===== config.mk =====
export PLATFORM = sky130hd
export DESIGN_NAME = tl_copy_engine
export DESIGN_NICKNAME = d
export VERILOG_FILES = /design/src/rtl/tl_copy_engine.sv
export SDC_FILE = /design/constraint.sdc
export NUM_CORES = 1
export LEC_CHECK = 0
export CAP_MARGIN = 20
export CORE_ASPECT_RATIO = 0.9
export CORE_MARGIN = 2
export CORE_UTILIZATION = 50
export CTS_CLUSTER_DIAMETER = 60
export CTS_CLUSTER_SIZE = 20
export DETAILED_ROUTE_END_ITERATION = 8
export PLACE_DENSITY = 0.87
export RECOVER_POWER = 100
export SETUP_SLACK_MARGIN = 0.3
export SLEW_MARGIN = 20
export SYNTH_ARGS = -nofsm -noshare
export SYNTH_HDL_FRONTEND = slang
export SYNTH_SLANG_ARGS = --single-unit

===== constraint.sdc =====
create_clock -name clock -period 3.5 [get_ports clock]
set_input_delay 0.7 -clock clock [delete_from_list [all_inputs] [get_ports clock]]
set_output_delay 0.7 -clock clock [all_outputs]
set_load 0.02 [all_outputs]

===== src/rtl/tl_copy_engine.sv =====
// TileLink-UL block copy initiator: one Get, then one PutFullData per word,
// with a single transaction outstanding, a per-WAIT timeout and a sticky error flag.

package TL;
  typedef enum logic [2:0] {
    PutFullData    = 3'd0,
    PutPartialData = 3'd1,
    Get            = 3'd4
  } a_op_e;

  typedef enum logic [2:0] {
    AccessAck     = 3'd0,
    AccessAckData = 3'd1
  } d_op_e;

  typedef struct packed {
    logic        a_valid;
    a_op_e       a_opcode;
    logic [2:0]  a_param;
    logic [2:0]  a_size;
    logic [3:0]  a_source;
    logic [31:0] a_address;
    logic [3:0]  a_mask;
    logic [31:0] a_data;
    logic        a_ready;
  } tilelink_a;

  typedef struct packed {
    logic        d_valid;
    d_op_e       d_opcode;
    logic [2:0]  d_param;
    logic [2:0]  d_size;
    logic [3:0]  d_source;
    logic [31:0] d_data;
    logic        d_error;
    logic        d_ready;
  } tilelink_d;
endpackage

module tl_copy_engine #(
  parameter int TIMEOUT_CYCLES = 16,
  parameter int COUNT_WIDTH    = 16
) (
  input  logic                   clock,
  input  logic                   reset_n,
  input  logic                   start,
  input  logic [31:0]            src_addr,
  input  logic [31:0]            dst_addr,
  input  logic [COUNT_WIDTH-1:0] word_count,
  output logic                   busy,
  output logic                   done,
  output logic                   error,
  output TL::tilelink_a          bus_tla,
  input  TL::tilelink_d          bus_tld,
  output logic [2:0]             fsm_state
);

  localparam int TW = $clog2(TIMEOUT_CYCLES + 1);

  typedef enum logic [2:0] {
    IDLE    = 3'd0,
    RD_REQ  = 3'd1,
    RD_WAIT = 3'd2,
    WR_REQ  = 3'd3,
    WR_WAIT = 3'd4,
    DONE    = 3'd5
  } state_e;

  state_e                 state;
  logic [31:0]            src;
  logic [31:0]            dst;
  logic [COUNT_WIDTH-1:0] remaining;
  logic [TW-1:0]          tcnt;
  logic                   timed_out;

  // Handshakes: an A beat transfers on a clock edge where a_valid and
  // bus_tld.d_ready are both 1; a D beat transfers on any edge with d_valid,
  // because a_ready is held at 1. Only one A beat is outstanding at a time.
  assign fsm_state = state;
  assign timed_out = (tcnt == TW'(TIMEOUT_CYCLES - 1));

  logic unused_inputs;
  assign unused_inputs = ^{bus_tld.d_opcode, bus_tld.d_param, bus_tld.d_size,
                           bus_tld.d_source, src_addr[1:0], dst_addr[1:0]};

  always_ff @(posedge clock or negedge reset_n) begin
    if (!reset_n) begin
      state             <= IDLE;
      busy              <= 1'b0;
      done              <= 1'b0;
      error             <= 1'b0;
      bus_tla           <= '0;
      bus_tla.a_ready   <= 1'b1;
      src               <= '0;
      dst               <= '0;
      remaining         <= '0;
      tcnt              <= '0;
    end else begin
      done <= 1'b0;
      case (state)
        IDLE: begin
          if (start) begin
            error <= 1'b0;
            if (word_count != '0) begin
              src               <= {src_addr[31:2], 2'b00};
              dst               <= {dst_addr[31:2], 2'b00};
              remaining         <= word_count;
              busy              <= 1'b1;
              state             <= RD_REQ;
              bus_tla.a_valid   <= 1'b1;
              bus_tla.a_opcode  <= TL::Get;
              bus_tla.a_address <= {src_addr[31:2], 2'b00};
              bus_tla.a_data    <= '0;
              bus_tla.a_size    <= 3'd2;
              bus_tla.a_mask    <= 4'hF;
            end else begin
              state <= DONE;
              done  <= 1'b1;
            end
          end
        end
        RD_REQ: begin
          if (bus_tld.d_ready) begin
            bus_tla.a_valid <= 1'b0;
            tcnt            <= '0;
            state           <= RD_WAIT;
          end
        end
        RD_WAIT: begin
          if (bus_tld.d_valid) begin
            if (bus_tld.d_error) begin
              state <= DONE;
              done  <= 1'b1;
              busy  <= 1'b0;
              error <= 1'b1;
            end else begin
              state             <= WR_REQ;
              bus_tla.a_valid   <= 1'b1;
              bus_tla.a_opcode  <= TL::PutFullData;
              bus_tla.a_address <= dst;
              bus_tla.a_data    <= bus_tld.d_data;
            end
          end else if (timed_out) begin
            state <= DONE;
            done  <= 1'b1;
            busy  <= 1'b0;
            error <= 1'b1;
          end else begin
            tcnt <= tcnt + 1'b1;
          end
        end
        WR_REQ: begin
          if (bus_tld.d_ready) begin
            bus_tla.a_valid <= 1'b0;
            bus_tla.a_data  <= '0;
            tcnt            <= '0;
            state           <= WR_WAIT;
          end
        end
        WR_WAIT: begin
          if (bus_tld.d_valid) begin
            if (bus_tld.d_error) begin
              state <= DONE;
              done  <= 1'b1;
              busy  <= 1'b0;
              error <= 1'b1;
            end else begin
              src       <= src + 32'd4;
              dst       <= dst + 32'd4;
              remaining <= remaining - 1'b1;
              if (remaining == COUNT_WIDTH'(1)) begin
                state <= DONE;
                done  <= 1'b1;
                busy  <= 1'b0;
              end else begin
                state             <= RD_REQ;
                bus_tla.a_valid   <= 1'b1;
                bus_tla.a_opcode  <= TL::Get;
                bus_tla.a_address <= src + 32'd4;
              end
            end
          end else if (timed_out) begin
            state <= DONE;
            done  <= 1'b1;
            busy  <= 1'b0;
            error <= 1'b1;
          end else begin
            tcnt <= tcnt + 1'b1;
          end
        end
        DONE: begin
          state <= IDLE;
        end
        default: begin
          state <= IDLE;
        end
      endcase
    end
  end

endmodule


# ---- Word-level counts from Yosys, hierarchy flattened
# Index checks and enable logic that the tools add are counted.
dict set report word_totals {
  output_inout_bits 89
  input_bits 131
  regBits 161
}
dict set report op_classes {
  n_mux 75
  n_eq_ne 22
  add_sub_neg 4
  reduce_logical 19
}
# operator n
set op_table {}
lappend op_table {{$mux W32} 16}
lappend op_table {{$pmux W32 S3} 2}
lappend op_table {{$mux W68} 2}
lappend op_table {{$pmux W32 S2} 2}
lappend op_table {{$add A32 B3 Y32 const B} 2}
lappend op_table {{$mux W16} 4}
lappend op_table {{$pmux W16 S2} 1}
lappend op_table {{$mux W3} 10}
lappend op_table {{$mux W4} 7}
lappend op_table {{$ne A2 B2 Y1 const B} 11}
lappend op_table {{$mux W1} 21}
lappend op_table {{$eq A16 B1 Y1 const B} 1}
lappend op_table {{$reduce_bool A16 Y1} 1}
lappend op_table {{$sub A16 B1 Y16 const B} 1}
lappend op_table {{$mux W5} 3}
lappend op_table {{$pmux W3 S5} 1}
lappend op_table {{$pmux W5 S2} 1}
lappend op_table {{$reduce_and A5 Y1} 2}
lappend op_table {{$pmux W3 S3} 1}
lappend op_table {{$reduce_and A9 Y1} 1}
lappend op_table {{$reduce_and A4 Y1} 2}
lappend op_table {{$reduce_and A8 Y1} 1}
lappend op_table {{$eq A3 B2 Y1 const B} 2}
lappend op_table {{$ne A3 B3 Y1 const B} 2}
lappend op_table {{17 further kinds} 23}

# ---- Depth between registers and ports, before layout
dict set report logic_depth {
  ltp_word 5
  mapped_depth 10
  ltp_nobuf 8
}

# ---- Worst setup path after synthesis
# OpenSTA, ideal clock, no wires.
dict set report synth_path {
  kind {input -> register}
  startpoint {input port word_count[2]}
  endpoint {register bus_tla[45] (netlist name)}
  stages 7
  path_slack_ns 0.917
  arrival_ns 2.458
  n_path_buf 2
  setup_ns 0.125
  path_cell_list {nor4_1 a41o_1 nor3_1 or3_1 buf_2 buf_6 mux2_4}
}
dict set report synth_via {
  elab_chain_len 3
}
# element line
set synth_rtl {}
lappend synth_rtl {{from (decl)} 49} ;# input logic [COUNT_WIDTH-1:0] word_count,
lappend synth_rtl {{$reduce_bool A16 Y1} 104} ;# if (word_count != '0) begin
lappend synth_rtl {{$ne A2 B2 Y1 (no line)} n/a}
lappend synth_rtl {{$reduce_and A8 Y1 (no line)} n/a}
lappend synth_rtl {{to (decl)} 53} ;# output TL::tilelink_a bus_tla,
# Every way passes these cells.
# A chain may end at the register's enable or synchronous reset.

# ---- Final worst setup path
dict set report layout_path {
  startpoint {input port word_count[13]}
  endpoint {register dst[10]}
}
dict set report layout_via {
  elab_chain_len 3
}
# element line
set layout_rtl {}
lappend layout_rtl {{$reduce_bool A16 Y1} 104}
lappend layout_rtl {{$ne A2 B2 Y1 (no line)} n/a}
lappend layout_rtl {{$reduce_and A5 Y1 (no line)} n/a}
lappend layout_rtl {{to (signal assigned)} 106} ;# dst <= {dst_addr[31:2], 2'b00};
lappend layout_rtl {{to (signal assigned)} 169} ;# dst <= dst + 32'd4;
lappend layout_rtl {{to (decl)} 71} ;# logic [31:0] dst;
# Every way passes these cells.

==> results <==
- The flow ran to the end, but the final reports show violations.
- The final reports fail on capacitance limit, slew limit.
- The clock passes through at most 2 buffers.
- The most common cell in the synthesized netlist is nand2_1.
- Summed over all layers, the global routing overflow is 0.
- After detailed routing, the number of remaining DRC violations is 0.
- In the global route stage, met3 resource usage came out at 8.924%.
- The cell count after synthesis is 1073.
- The synthesis-to-layout area growth is 29.28%.
- The initial antenna violation count is 3.
- The fraction of the cycle the final worst path needs is 89.65%.
- The total track usage is 29.08%.
- The cell at the root of the clock tree is clkbuf_16.
- The launching instance or port of the critical path is word_count[13].
- The worst setup margin is 362.4 ps.
- The clock network is responsible for 19.8% of the overall power.
- The endpoint identified for the worst register-to-register timing path is bus_tla[68]$_DFFE_PN0P_.
- The later pin in the worst-skew pair is clocked with a latency of 430 ps.
- The transition time of the tightest slew-check pin is 2089 ps.
- The post-cts hold buffer count is 0.
- Once the clock tree was built, the resizer swapped 0 gates to a different size.
- The highest attainable clock frequency is 0.3187 GHz.
- The routed layout has 9248 vias.
- The number of optimization iterations in the first detailed-route pass is 8.
- The total power per unit cell area is 885.6 nW/um^2.
- 220 I/O pins were placed.
- The post-CTS repair timing setup buffer count is 0.
- The tool flagged a number of max-cap violations equal to 1.
- The kind of path behind the tightest hold check is reg -> reg.
- The die covers 19200 sq um.
- The clock tree from TritonCTS is yes.
- The post-synthesis async set-or-reset flop share is 100.0%.
- The clock-pin slew on the worst setup and hold paths is 60 ps.
- The number of placed instances, taps included, is 1430.
- The global-route wire length before repair is 44.97 mm.
- The static leakage is 0.004683 uW.
- The share of total power in combinational logic is 45.5%.
- The initial core utilization is 51.23%.
- Of the post-synthesis cell area, the dominant cell type holds 42.30%.
- Entering global routing, the biggest net connects 83 pins.
- The routed design has 28.43 mm of wire.
- The final count of hold timing violations came to 0.
- The count of pins over their slew limit came to 81.
- The data arrival at the endpoint of the critical path is 3400 ps.
- On the final layout, the worst clock skew is 7.931 ps.
- Counting instances in the post-synthesis netlist gives the leading cell types as nand2_1 (155), dfrtp_1 (153), o21ai_0 (112).
- Leaving out filler cells and counting taps, the final layout contains 1464.
- The routed length per placed instance is 19.42 um.
- The number of clock sinks is 153.
- The cell taking the most area after synthesis is dfrtp_1.
- After detailed routing, the number of vias per cell comes to 6.317.
- The setup total negative slack is 0 ps.
- Counting flops and latches in the post-synthesis netlist gives 153.
- The worst setup path is captured at a register.
- In this run the most critical hold path is launched from bus_tla[1]$_DFFE_PN0P_.
- The via count of the first global-routing pass was 8465.
- Counting I/O delays and the setup requirement, the final critical path takes 3138 ps.
- Setup violations remaining at the end of the flow were counted as 0.
- The number of warnings reported in the yosys synthesis log is 8.
- The net switching power is 4546 uW.
- The share of cells above drive strength 1 is 5.810%.
- The worst register-to-register path begins at fsm_state[2]$_DFFE_PN0P_.
- The register-to-register path setup slack is 510 ps.
- In this run the remaining antenna-violating nets after routing total 0.
- The placer's final routability congestion estimate is 0.9124.
- The global-route met1 utilization is 40.58%.
- The CTS buffer count is 17.
- The synthesized area per cell is 8.435 sq um.
- Setup repair after global routing left no endpoint under its margin.
- The number of I/O port buffers is 190.
- The most congested layer reported by global routing is met2.
- In this run switching power makes up 43.87% of total power.
- The sequential share of power is 34.7%.
- For this block, the initial DRC count from the detailed router was 1250.
- The final-stage net count is 1346.
- The die is 131.6 um tall.
- The worst pin sits at a relative slew slack of -39.24%.
- The core region is 17670 sq um.
- The chip width is 145.8 um.
- The kind of launch point of the worst setup path is a primary input.
- The met2 layer usage reported by global route is 43.47%.
- The sum of net half-perimeters after detailed placement is 19.73 mm.
- After synthesis the cells add up to 9051 sq um.
- Timing analysis after detailed placement gives a worst setup slack of 234.1 ps.
- The highest ir drop seen on vdd is 0.4625 mV.
- In the synthesized netlist the dominant register cell turns out to be dfrtp_1.
- The worst setup path is of the in -> reg kind.
- The internal power is 5816 uW.
- The depth of the most critical reg-to-reg path is 4.
- The number of synthesized flops with an enable pin is 0.
- The maximum fanout encountered on the critical timing path is 75.
- The H-tree was split into 4 levels.
- The worst hold path passes through 2 cells.
- The worst hold path terminates at bus_tla[1]$_DFFE_PN0P_.
- The number of placement rows is 46.
- Of the synthesized area, sequential elements account for 42.30%.
- For the worst setup path, the data required time is 3770 ps.
- Overall power consumption after layout is estimated at 10360 uW.
- By area the synthesized netlist is led by dfrtp_1 (42%), nand2_1 (6.4%), o21ai_0 (6.2%), a21oi_1 (4.4%), clkbuf_1 (3.5%).
- In this run, distinct cell masters in the synthesized netlist total 72.
-- placed cells by master (no fill, tap or decap), drive strengths merged, types with 7 or more instances in the layout --
cell,instances
inv,21
and4,11
nor4,39
dfrtp,153
a32oi,17
o22a,7
nor2,55
a22oi,12
or4,9
xnor2,7
mux2,12
buf,20
a21o,9
o31a,7
o211ai,8
o22ai,20
dlygate4sd3,78
o21ai,113
nor3,19
a2bb2oi,18
nand2,155
a21oi,80
nand3,43
a31oi,23
nand4,21
clkdlybuf4s50,111
clkbuf,26
conb,12
-- logic make-up (layout without fill, tap and decap cells) --
family                     after synthesis  in the layout  synth area share (%)
and+or+nand+nor                        392            392                 21.36
other                                    1             14               0.04143
buffers and inverters                  131            269                 6.566
DFF                                    153            153                 42.30
adders and majority gates                6              6                0.8294
muxes                                   18             18                 2.571
xor gates and xnor gates                10             10                0.9677
AOI/OAI and AO/OA                      362            362                 25.37
-- flip-flops by register name (all words and copies together), names as in the netlist --
signal	count
done	1
src	30
dst	30
remaining	16
bus_tla	66
error	1
busy	1
tcnt	5
fsm_state	3
-- stage by stage --
stage,hold slack (ps),cell area (sq um),util [%]
2_1_floorplan,404.4,9092,-
3_3_place_gp,457.5,11130,62.97
3_5_place_dp,463.9,11130,62.97
4_1_cts,336.8,11790,66.70
5_1_grt,498.7,11700,66.22
6_report,474.9,11700,66.22
-- final cells by class --
class / count / area (sq um)
Antenna cell: 2 / 5.005
Clock buffer: 18 / 439.2
Clock inverter: 14 / 221.5
Fill cell: 1420 / 5968
Inverter: 20 / 75.07
Multi-Input combinational cell: 800 / 4678
Sequential cell: 153 / 3829
Tap cell: 240 / 300.3
Timing Repair Buffer: 217 / 2153
-- critical path, stage by stage --
cell,delay (ps)
dlygate4sd3_1,600
nor4_1,590
a41o_1,310
buf_4,190
o31ai_4,70
clkbuf_4,530
a21oi_1,320
a21oi_1,70
-- power groups by stage --
stage	Clock [uW]	Combinational, uW	Sequential, uW
after floorplan	0	2900	3620
after global placement	0	4760	3530
after detailed placement	0	4890	3590
after CTS	2070	4930	3570
after global routing	2160	5130	3720
final	2050	4720	3590
-- metal layers --
metal  vias up  wire length [um]
li1       4245                 -
met1      4387             11660
met2       557             12620
met3        57              3439
met4         2               703
met5         -                13
-- worst max-delay path by stage --
| stage | to | cells after the start | slack [ps] |
|---|---|---|---|
| 2_1_floorplan | bus_tla[45]$_DFFE_PN0P_ | 7 | 920 |
| 3_3_place_gp | bus_tla[67]$_DFFE_PN0P_ | 7 | 340 |
| 3_5_place_dp | bus_tla[67]$_DFFE_PN0P_ | 7 | 230 |
| 4_1_cts | bus_tla[67]$_DFFE_PN0P_ | 7 | 680 |
| 5_1_grt | dst[17]$_DFFE_PN0P_ | 7 | 270 |
| 6_report | dst[10]$_DFFE_PN0P_ | 8 | 360 |
(Power assumes the default switching activity.)
